`config.mk`:
```
export PLATFORM = sky130hd
export DESIGN_NAME = uart_rx_fifo
export DESIGN_NICKNAME = d
export VERILOG_FILES = /design/src/rtl/uart_rx_fifo.sv
export SDC_FILE = /design/constraint.sdc
export NUM_CORES = 1
export LEC_CHECK = 0
export ABC_CLOCK_PERIOD_IN_PS = 6000
export CORE_MARGIN = 2
export CORE_UTILIZATION = 50
export CTS_CLUSTER_SIZE = 28
export DETAILED_ROUTE_END_ITERATION = 8
export PLACE_DENSITY = 0.68
export SLEW_MARGIN = 20
export SYNTH_ARGS = -nofsm -noshare
export SYNTH_HDL_FRONTEND = slang
export SYNTH_SLANG_ARGS = --single-unit
```
`constraint.sdc`:
```
create_clock -name sysclk -period 6 [get_ports sysclk]
set_input_delay 0.9 -clock sysclk [delete_from_list [all_inputs] [get_ports sysclk]]
set_output_delay 0.9 -clock sysclk [all_outputs]
set_load 0.05 [all_outputs]
```
`src/rtl/uart_rx_fifo.sv`:
```
// 8N1 UART receiver with 16x oversampling, start-bit validation, framing/overrun
// reporting and a show-ahead byte FIFO.
module uart_rx_fifo #(
  parameter int unsigned CLK_HZ     = 50_000_000,
  parameter int unsigned BAUD       = 9600,
  parameter int unsigned OVERSAMPLE = 16,
  parameter int unsigned FIFO_DEPTH = 4
) (
  input  logic       sysclk,
  input  logic       reset,
  input  logic       serialIn,
  input  logic       rd_en,
  output logic [7:0] dout,
  output logic       empty,
  output logic       full,
  output logic       frame_err,
  output logic       overrun
);

  localparam int unsigned TICK_DIV = CLK_HZ / (BAUD * OVERSAMPLE);
  localparam int unsigned TW       = (TICK_DIV > 1) ? $clog2(TICK_DIV) : 1;
  localparam int unsigned AW       = $clog2(FIFO_DEPTH);
  localparam logic [TW-1:0] TICK_LAST = TW'(TICK_DIV - 1);
  localparam logic [AW:0]   PTR_ONE   = (AW + 1)'(1);

  typedef enum logic [2:0] {IDLE, START, DATA, STOP, WAIT_HIGH} state_t;

  state_t      state_q, state_d;
  logic [1:0]  sync_q, sync_d;
  logic [1:0]  vld_q, vld_d;
  logic        armed_q, armed_d;
  logic [TW-1:0] tcnt_q, tcnt_d;
  logic [3:0]  scnt_q, scnt_d;
  logic [2:0]  bcnt_q, bcnt_d;
  logic [7:0]  shreg_q, shreg_d;
  logic [7:0]  mem_q [FIFO_DEPTH];
  logic [7:0]  mem_d [FIFO_DEPTH];
  logic [AW:0] wr_ptr_q, wr_ptr_d, rd_ptr_q, rd_ptr_d;
  logic        frame_err_q, frame_err_d;
  logic        overrun_q, overrun_d;

  logic rx, tick, push_req, push, pop;

  assign rx   = sync_q[1];
  assign tick = (tcnt_q == TICK_LAST);

  assign empty     = (wr_ptr_q == rd_ptr_q);
  assign full      = (wr_ptr_q[AW-1:0] == rd_ptr_q[AW-1:0]) && (wr_ptr_q[AW] != rd_ptr_q[AW]);
  assign dout      = empty ? '0 : mem_q[rd_ptr_q[AW-1:0]];
  assign frame_err = frame_err_q;
  assign overrun   = overrun_q;

  assign pop  = rd_en & ~empty;
  assign push = push_req & (~full | pop);

  always_comb begin
    sync_d      = {sync_q[0], serialIn};
    // Synchroniser reset values are not a real line observation; only arm on
    // a high level that has actually propagated from the pin.
    vld_d       = {vld_q[0], 1'b1};
    armed_d     = armed_q | (vld_q[1] & rx);
    state_d     = state_q;
    tcnt_d      = tick ? '0 : tcnt_q + TW'(1);
    scnt_d      = scnt_q;
    bcnt_d      = bcnt_q;
    shreg_d     = shreg_q;
    push_req    = 1'b0;
    frame_err_d = 1'b0;
    case (state_q)
      IDLE: begin
        if (armed_q && !rx) begin
          state_d = START;
          tcnt_d  = '0;
          scnt_d  = '0;
        end
      end
      START: begin
        if (tick) begin
          if (scnt_q == 4'd7) begin
            if (!rx) begin
              state_d = DATA;
              scnt_d  = '0;
              bcnt_d  = '0;
            end else begin
              state_d = IDLE;
            end
          end else begin
            scnt_d = scnt_q + 4'd1;
          end
        end
      end
      DATA: begin
        if (tick) begin
          scnt_d = scnt_q + 4'd1;
          if (scnt_q == 4'd15) begin
            shreg_d[bcnt_q] = rx;
            bcnt_d          = bcnt_q + 3'd1;
            if (bcnt_q == 3'd7) state_d = STOP;
          end
        end
      end
      STOP: begin
        if (tick) begin
          scnt_d = scnt_q + 4'd1;
          if (scnt_q == 4'd15) begin
            if (rx) begin
              push_req = 1'b1;
              state_d  = IDLE;
            end else begin
              frame_err_d = 1'b1;
              state_d     = WAIT_HIGH;
            end
          end
        end
      end
      WAIT_HIGH: begin
        if (rx) state_d = IDLE;
      end
      default: state_d = IDLE;
    endcase
  end

  always_comb begin
    mem_d     = mem_q;
    wr_ptr_d  = wr_ptr_q;
    rd_ptr_d  = rd_ptr_q;
    overrun_d = push_req & full & ~pop;
    if (push) begin
      mem_d[wr_ptr_q[AW-1:0]] = shreg_q;
      wr_ptr_d                = wr_ptr_q + PTR_ONE;
    end
    if (pop) rd_ptr_d = rd_ptr_q + PTR_ONE;
  end

  always_ff @(posedge sysclk or posedge reset) begin
    if (reset) begin
      state_q     <= IDLE;
      sync_q      <= '1;
      vld_q       <= '0;
      armed_q     <= 1'b0;
      tcnt_q      <= '0;
      scnt_q      <= '0;
      bcnt_q      <= '0;
      shreg_q     <= '0;
      mem_q       <= '{default: '0};
      wr_ptr_q    <= '0;
      rd_ptr_q    <= '0;
      frame_err_q <= 1'b0;
      overrun_q   <= 1'b0;
    end else begin
      state_q     <= state_d;
      sync_q      <= sync_d;
      vld_q       <= vld_d;
      armed_q     <= armed_d;
      tcnt_q      <= tcnt_d;
      scnt_q      <= scnt_d;
      bcnt_q      <= bcnt_d;
      shreg_q     <= shreg_d;
      mem_q       <= mem_d;
      wr_ptr_q    <= wr_ptr_d;
      rd_ptr_q    <= rd_ptr_d;
      frame_err_q <= frame_err_d;
      overrun_q   <= overrun_d;
    end
  end

endmodule

```
==> flow_summary.toml, run 1 <==
[run_status]
status = "completed"

[floorplan]
core_um2 = 6790
die_w_um = 87.8
rows = 30
die_area_um2 = 7710
start_util_pct = 51.7
die_h_um = 87.8
ios = 16

[synth]
ys_seq_elements = 72
yosysMostFrequentCell = "dfrtp_1"
synth-edff-count = 0
synthFlopType = "dfrtp_1"
syn-cell-area_um2 = 3510
synth_area_leaders = "dfrtp_1, mux2_2, mux2_1"
async_flop_share_pct = 100
synthTopCellsByCount = "dfrtp_1, mux2_2, nor2_1"
yosysUniqueCellTypes = 49
syn_inst = 283
yosys.area.top_type_share_pct = 49.9
syn_area_per_cell_um2 = 12.4
synth_nets = 297
yosysSeqAreaShare_pct = 51.4
ys_warn_count = 0
synth_top_area_cell = "dfrtp_1"

[power_and_ir_drop]
power_frac_comb_pct = 14.9
p_int_uw = 886
p_switching_uw = 349
seq_power_share_pct = 48.3
switching_share_pct = 28.3
power_density_nw_per_um2 = 311
ir_drop_v = 0.000152
p_leak_nw = 1.85
power_frac_clock_pct = 36.8

[timing]
hold_slack_ns = 0.353
hold_viol_final = 0
timing.final.crit_share_pct = 59.0
slew_viol_final = 0
fin_crit_ns = 3.54
setup_tns_ns = 0
rsz0062_at_grt = "false"
max_freq_mhz = 283
worst_slew_margin_rel_pct = 40.0
setup_violations = 0
skew_ns = 0.0103
worst_slew_pin_slew_ns = 0.900

[drt]
drc = 0
via_per_inst = 5.45
drtIter0Drc = 131
ant_nets = 0
num_vias = 2164
routed_wl_um = 6200
drtPass1Iterations = 4
post_drt_wl_per_cell_um = 15.6

[placement]
port_buffers = 15
dp_hpwl_um = 4060
dpl-instance-area_um2 = 3730
dp.cells = 381
place_congestion = 0.770

[global_route]
antenna_found_initial = 0
grt_max_degree = 73
grt_pass1_wl_um = 10600
grt_usage_pct = 18.0
overflow = 0
grt_pass1_vias = 2094

[cts]
ctsResizeCount = 0
post_cts_buffers = 0
cts_max_level = 3
cts_buffer_depth = 2
root_buffer = "clkbuf_8"
cts_sinks = 72
clkTransAtPathRegs_ns = 0.08
cts_made_buffers = 9
cts_tree = "done"
clk-insertion-delay-late_ns = 0.34
hold_buffers = 0

[final_layout]
register_area_um2 = 1800
drive_gt1_share_pct = 21.3
final_cells = 397
multiInputGateArea_um2 = 1610
diodes = 0
nFillCells = 567
fin_area_um2 = 3970
final_nets = 310
area_delta_synth_final_pct = 13.0

[run]
maxCapViolations = 0

[critical_path]
path_class = "reg2out"
path_max_fanout = 11
worstSetupStartpointType = "flip-flop"
worstSetupEndpointType = "primary output"
crit_arrival_ns = 2.64
required_ns = 5.10

[worst_hold_path]
worstHoldPathType = "reg2reg"
## metrics by stage
step	total power [mW]	setup slack (ns)	util, %
2_1_floorplan	0.737	3.00	-
3_3_place_gp	0.785	2.85	55.0
3_5_place_dp	0.790	2.83	55.0
4_1_cts	1.25	2.43	58.4
5_1_grt	1.30	2.28	58.4
6_report	1.24	2.46	58.4
## metal layers
layer	GRT usage (%)	vias to the layer above	share of wire [%]
met5	0	-	0
met1	27.1	1077	52
met2	24.6	33	43
li1	-	1042	-
met3	3.39	12	2.7
met4	9.37	0	2.3
## state kept, by name (all words and copies together), names as in the netlist
| signal | count |
|---|---|
| rd_ptr_q | 3 |
| overrun | 1 |
| bcnt_q | 3 |
| mem_q | 32 |
| armed_q | 1 |
| sync_q | 2 |
| vld_q | 2 |
| shreg_q | 8 |
| wr_ptr_q | 3 |
| frame_err | 1 |
| state_q | 3 |
| scnt_q | 4 |
| tcnt_q | 9 |
## critical path, stage by stage, from the launching register on
cell and delay [ns]:
dfrtp_1 0.77, xor2_1 0.27, nor3b_1 0.08, buf_4 0.18, nor2b_1 0.17, clkdlybuf4s50_1 0.83
## worst paths after layout
check / from / to / slack (ns) / depth (start not counted)
setup / recovery: rd_ptr_q[0] / dout[7] / 2.46 / 5
hold / removal: vld_q[0] / vld_q[1] / 0.35 / 0
setup reg to reg: tcnt_q[4] / mem_q[23] / 3.48 / 4
hold reg to reg: vld_q[0] / vld_q[1] / 0.35 / 0
max in group asynchronous: reset / armed_q / 4.26 / 3
min in group asynchronous: reset / mem_q[6] / 1.15 / 3
## final cells by class
type,count,share of cell area (%)
flip-flops and latches,72,45.5
multi-input cells,186,40.5
repair buffers,17,4.16
clock buffers,10,3.22
well taps,96,3.03
clock inverters,6,2.71
inverters,10,0.946
## power by group through the flow
stage	combinational [mW]	clock, mW	sequential [mW]
2_1_floorplan	0.176	0	0.561
3_3_place_gp	0.181	0	0.604
3_5_place_dp	0.183	0	0.607
4_1_cts	0.186	0.463	0.596
5_1_grt	0.202	0.490	0.606
6_report	0.184	0.455	0.597
## placed cells by master (no fill, tap or decap), drive strengths merged, types with 3 or more instances in the layout
cell	instances
bufinv	3
xor2	9
xnor2	5
clkbuf	10
a21oi	4
nor3	8
inv	10
ha	10
nand2	10
and4	6
nand2b	4
nand4	7
nor2b	8
o211ai	3
o22ai	3
dfrtp	70
clkdlybuf4s50	15
nand3	4
mux4	8
nor2	23
mux2	43
## cells by family (layout without fill, tap and decap cells)
logic type	Yosys count	after routing	share of synthesized area, %
mux	53	53	19.5
compound gates	21	21	4.45
xor+xnor	14	14	3.49
simple gates	87	87	14.6
flops	72	72	51.4
fa+ha+maj	10	10	3.56
buf+inv	25	43	2.92
other cells	1	1	0.107
Note: power is estimated with default switching activity, not from simulation.
==> inputs of run 2 (changes only) <==
--- a/config.mk
+++ b/config.mk
@@ -5,12 +5,12 @@
 export SDC_FILE = /design/constraint.sdc
 export NUM_CORES = 1
 export LEC_CHECK = 0
-export ABC_CLOCK_PERIOD_IN_PS = 6000
+export ABC_CLOCK_PERIOD_IN_PS = 3000
 export CORE_MARGIN = 2
 export CORE_UTILIZATION = 50
 export CTS_CLUSTER_SIZE = 28
 export DETAILED_ROUTE_END_ITERATION = 8
-export PLACE_DENSITY = 0.68
+export PLACE_DENSITY = 0.71
 export SLEW_MARGIN = 20
 export SYNTH_ARGS = -nofsm -noshare
 export SYNTH_HDL_FRONTEND = slang
==> constraint.sdc (replaced) <==
create_clock -name sysclk -period 3 [get_ports sysclk]
set_input_delay 0.45 -clock sysclk [delete_from_list [all_inputs] [get_ports sysclk]]
set_output_delay 0.45 -clock sysclk [all_outputs]
set_load 0.05 [all_outputs]
==> run 2 against run 1 <==
Net effect: non-clock buffer count up 2; utilization down 0.64 points; largest cell class unchanged; clock-buffer cell count up 1; via count down 0.60%; first-iteration DRC count up 33%; critical endpoint is now full; setup slack worse by 2.1 ns; largest power group unchanged; sequential power up 94%.
==> flow_summary.toml, run 2 (synthesis gave the netlist of run 1 again) <==
[floorplan]
start_util_pct = 51.7
die_h_um = 87.8
die_area_um2 = 7710
core_um2 = 6790
rows = 30
die_w_um = 87.8
ios = 16

[critical_path]
crit_arrival_ns = 2.22
crit_slowest_cell = "clkdlybuf4s50_1"
worstSetupEndpointType = "primary output"
r2r_setup_slack_ns = 0.61
slowest_delay_ns = 0.82
required_ns = 2.55
path_max_fanout = 11
path_class = "reg2out"
worstSetupStartpointType = "flip-flop"
critical_path.cell_chain = "xor2_1, nor3_1, clkdlybuf4s50_1"

[final_layout]
reg.largest.list = "mem_q x32, tcnt_q x9, shreg_q x8"
drive_gt1_share_pct = 24.8
final_cell_mix = "dfrtp_1, mux2_2, nor2_1"
nFillCells = 571
final_util_pct = 57.8
final_common_cell = "dfrtp_1"
register_area_um2 = 1800
final_nets = 312
fin_area_um2 = 3930
area_delta_synth_final_pct = 11.7
diodes = 0
regMostFlops = "mem_q"
multiInputGateArea_um2 = 1610
largest_reg_flops = 32

[power_and_ir_drop]
p_int_mw = 1.57
power_frac_clock_pct = 29.9
p_switching_uw = 701
seq_power_share_pct = 51.0
ir_drop_v = 0.000293
p_leak_nw = 1.86
total_power_mw = 2.27
power_density_nw_per_um2 = 579
power_frac_comb_pct = 19.1
switching_share_pct = 30.9

[drt]
via_per_inst = 5.39
post_drt_wl_per_cell_um = 15.5
drc = 0
drtIter0Drc = 174
routed_wl_um = 6190
drtPass1Iterations = 4
ant_nets = 0
num_vias = 2151

[placement]
port_buffers = 15
place_congestion = 0.798
dpl-instance-area_um2 = 3750
dp_hpwl_um = 4180

[cts]
cts_tree = "done"
ctsResizeCount = 0
post_cts_buffers = 0
cts_max_level = 3
cts_made_buffers = 9
hold_buffers = 0
cts_sinks = 72
clkTransAtPathRegs_ns = 0.08
clk-insertion-delay-late_ns = 0.34
cts_buffer_depth = 2
root_buffer = "clkbuf_8"

[timing]
setup_tns_ns = 0
slew_viol_final = 0
timing.final.crit_share_pct = 89.0
worst_slew_margin_rel_pct = 53.9
setup_violations = 0
skew_ns = 0.00424
hold_viol_final = 0
hold_slack_ns = 0.353
fin_crit_ns = 2.67
max_freq_mhz = 375
worst_slew_pin_slew_ns = 0.691
rsz0062_at_grt = "false"

[global_route]
grt_pass1_vias = 2172
grt_max_degree = 73
grt_pass1_wl_um = 10700
antenna_found_initial = 0
grt_usage_pct = 18.2
overflow = 0

[run_status]
status = "completed"

[run]
maxCapViolations = 0

[worst_hold_path]
worstHoldPathType = "reg2reg"
[run 2: cell types whose count changed in the layout (fill, tap and decap cells not counted), sizes merged]
| cell | before | now |
|---|---|---|
| buf | 2 | 13 |
| clkdlybuf4s50 | 15 | 6 |
| bufinv | 3 | 0 |
| clkinv | 2 | 5 |
| clkbuf | 10 | 11 |
| clkinvlp | 1 | 0 |
[run 2: worst max-delay path, delay by kind of cell (launching register included)]
family	cells	cell delay, ns
buf+inv	1	0.82
flops	1	0.68
simple gates	1	0.19
xor+xnor	1	0.18
[run 2: per-stage QoR]
| stage | setup WS [ns] | std cells |
|---|---|---|
| floorplan | 0.446 | 283 |
| global placement | 0.589 | 383 |
| detailed placement | 0.515 | 383 |
| CTS | 0.328 | 399 |
| global route | 0.205 | 399 |
| finish | 0.331 | 399 |
[run 2: power groups by stage]
stage / Combinational, mW / Sequential, mW / Clock [mW]
after global routing: 0.494 / 1.17 / 0.744
after floorplan: 0.352 / 1.12 / 0
final: 0.434 / 1.16 / 0.679
after CTS: 0.443 / 1.16 / 0.700
after detailed placement: 0.441 / 1.18 / 0
after global placement: 0.430 / 1.17 / 0
[run 2: layout make-up]
| cell class | count | share of cell area [%] |
|---|---|---|
| clock buffers | 11 | 3.60 |
| flip-flops and latches | 72 | 46.0 |
| repair buffers | 19 | 4.65 |
| multi-input cells | 186 | 40.9 |
| clock inverters | 5 | 0.829 |
| inverters | 10 | 0.956 |
| well taps | 96 | 3.06 |
[run 2: final timing paths]
path,startpoint,to,depth (start not counted)
worst min-delay path,vld_q[0],vld_q[1],0
min in group asynchronous,reset,shreg_q[7],3
worst min register to register,vld_q[0],vld_q[1],0
worst max register to register,rd_ptr_q[1],mem_q[13],4
max in group asynchronous,reset,sync_q[0],3
worst max-delay path,rd_ptr_q[1],full,3
[run 2: per-layer routing]
metal	vias to the layer above	wire [µm]	GRT usage, %
met1	1065	3070	26.1
met2	34	2880	26.5
met3	7	165	4.90
li1	1045	-	-
met5	-	0	0
met4	0	78	6.99
==> inputs of run 3 (changes only) <==
--- a/config.mk
+++ b/config.mk
@@ -5,7 +5,9 @@
 export SDC_FILE = /design/constraint.sdc
 export NUM_CORES = 1
 export LEC_CHECK = 0
+export ABC_AREA = 0
 export ABC_CLOCK_PERIOD_IN_PS = 3000
+export CORE_ASPECT_RATIO = 0.8
 export CORE_MARGIN = 2
 export CORE_UTILIZATION = 50
 export CTS_CLUSTER_SIZE = 28
==> run 3 against run 2 <==
Net effect: worst hold slack better by 0.00077 ns; non-clock buffer count grew 1; sequential share of layout area is 0.32 points lower; global-route usage rose by 0.40 points; via count increased by 1.8%; critical path depth unchanged; fmax up 0.31%; final area rose by 0.70%; first-iteration DRC count is 55% lower; critical endpoint unchanged.
==> flow_summary.toml, run 3 (synthesis gave the netlist of run 1 again) <==
[timing]
max_freq_mhz = 376
worst_slew_margin_rel_pct = 58.5
rsz0062_at_grt = "false"
timing.final.crit_share_pct = 88.7
setup_violations = 0
hold_slack_ns = 0.354
fin_crit_ns = 2.66
skew_ns = 0.00962
setup_tns_ns = 0
hold_viol_final = 0
worst_slew_pin_slew_ns = 0.622
slew_viol_final = 0

[worst_hold_path]
worstHoldPathType = "reg2reg"
min_to = "vld_q[1]"
holdPathStages = 0
hp-start = "vld_q[0]"

[global_route]
grt_pass1_vias = 2175
antenna_found_initial = 0
grt_max_degree = 34
grt_usage_pct = 18.6
grt_pass1_wl_um = 11300
overflow = 0

[final_layout]
diodes = 0
final_nets = 313
drive_gt1_share_pct = 25.3
nFillCells = 566
regMostFlops = "mem_q"
largest_reg_flops = 32
final_common_cell = "dfrtp_1"
reg.largest.list = "mem_q x32, tcnt_q x9, shreg_q x8"
area_delta_synth_final_pct = 12.5
final_cell_mix = "dfrtp_1, mux2_2, nor2_1"

[cts]
root_buffer = "clkbuf_8"
post_cts_buffers = 0
cts_tree = "done"
clkTransAtPathRegs_ns = 0.08
cts_made_buffers = 9
cts_sinks = 72
clk-insertion-delay-late_ns = 0.35
cts_buffer_depth = 2
cts_max_level = 3
ctsResizeCount = 0
hold_buffers = 0

[critical_path]
r2r_end = "mem_q[21]"
crit_buf_inv = 1
path_class = "reg2out"
cp_top_family = "buffers and inverters"
crit_arrival_ns = 2.21
r2r_setup_slack_ns = 0.58
required_ns = 2.55
slowest_delay_ns = 0.82
r2r_cells = 6
path_max_fanout = 11
worstSetupEndpointType = "primary output"
crit_slowest_cell = "clkdlybuf4s50_1"
critical_path.cell_chain = "xor2_1, nor3_1, clkdlybuf4s50_1"
r2r-start = "tcnt_q[0]"
worstSetupStartpointType = "flip-flop"

[floorplan]
die_area_um2 = 7720
ios = 16
rows = 27
die_h_um = 79.0
die_w_um = 97.7
start_util_pct = 51.2
core_um2 = 6860

[drt]
ant_nets = 0
drc = 0
routed_wl_um = 6440
drtPass1Iterations = 7
num_vias = 2190
post_drt_wl_per_cell_um = 16.5
via_per_inst = 5.60
drtIter0Drc = 78

[placement]
dp_hpwl_um = 4500
port_buffers = 15
place_congestion = 0.861

[power_and_ir_drop]
p_leak_nw = 1.87
power_density_nw_per_um2 = 603
total_power_mw = 2.38
ir_drop_v = 0.000310

[run_status]
status = "completed"

[run]
maxCapViolations = 0
## run 3: routing by layer
layer  wire length, µm  global-route usage [%]
met1              3210                    27.1
met2              2870                    26.8
met3               263                    5.37
met4                94                    6.39
met5                 0                       0
## run 3: stage by stage
| step | cell area (µm²) | setup WS [ns] | utilization [%] | std cells |
|---|---|---|---|---|
| 2_1_floorplan | 3510 | 0.446 | - | 283 |
| 3_3_place_gp | 3750 | 0.592 | 54.6 | 375 |
| 3_5_place_dp | 3750 | 0.543 | 54.6 | 375 |
| 4_1_cts | 3950 | 0.320 | 57.6 | 391 |
| 5_1_grt | 3950 | 0.141 | 57.6 | 391 |
| 6_report | 3950 | 0.339 | 57.6 | 391 |
## run 3: worst max path at each step
stage / startpoint / to / slack (ns) / cells after the start
global placement: rd_en / mem_q[14] / 0.59 / 4
detailed placement: rd_en / mem_q[21] / 0.54 / 4
floorplan: rd_ptr_q[0] / dout[0] / 0.45 / 5
CTS: rd_ptr_q[1] / full / 0.32 / 3
finish: rd_ptr_q[1] / full / 0.34 / 3
global route: rd_ptr_q[1] / full / 0.14 / 3
## run 3: area by class of cell
type                            count  area [µm²]  area share [%]
Sequential cell                    72        1800            45.6
Multi-Input combinational cell    186        1610            40.6
Timing Repair Buffer               20         190            4.81
Clock buffer                       10         138            3.48
Tap cell                           87         109            2.75
Clock inverter                      6        67.6            1.71
Inverter                           10        37.5           0.950
## run 3: report_power, final
group | switching [mW] | total (mW) | internal, mW
Sequential | 0.120 | 1.16 | 1.04
Combinational | 0.229 | 0.439 | 0.210
Clock | 0.375 | 0.784 | 0.409
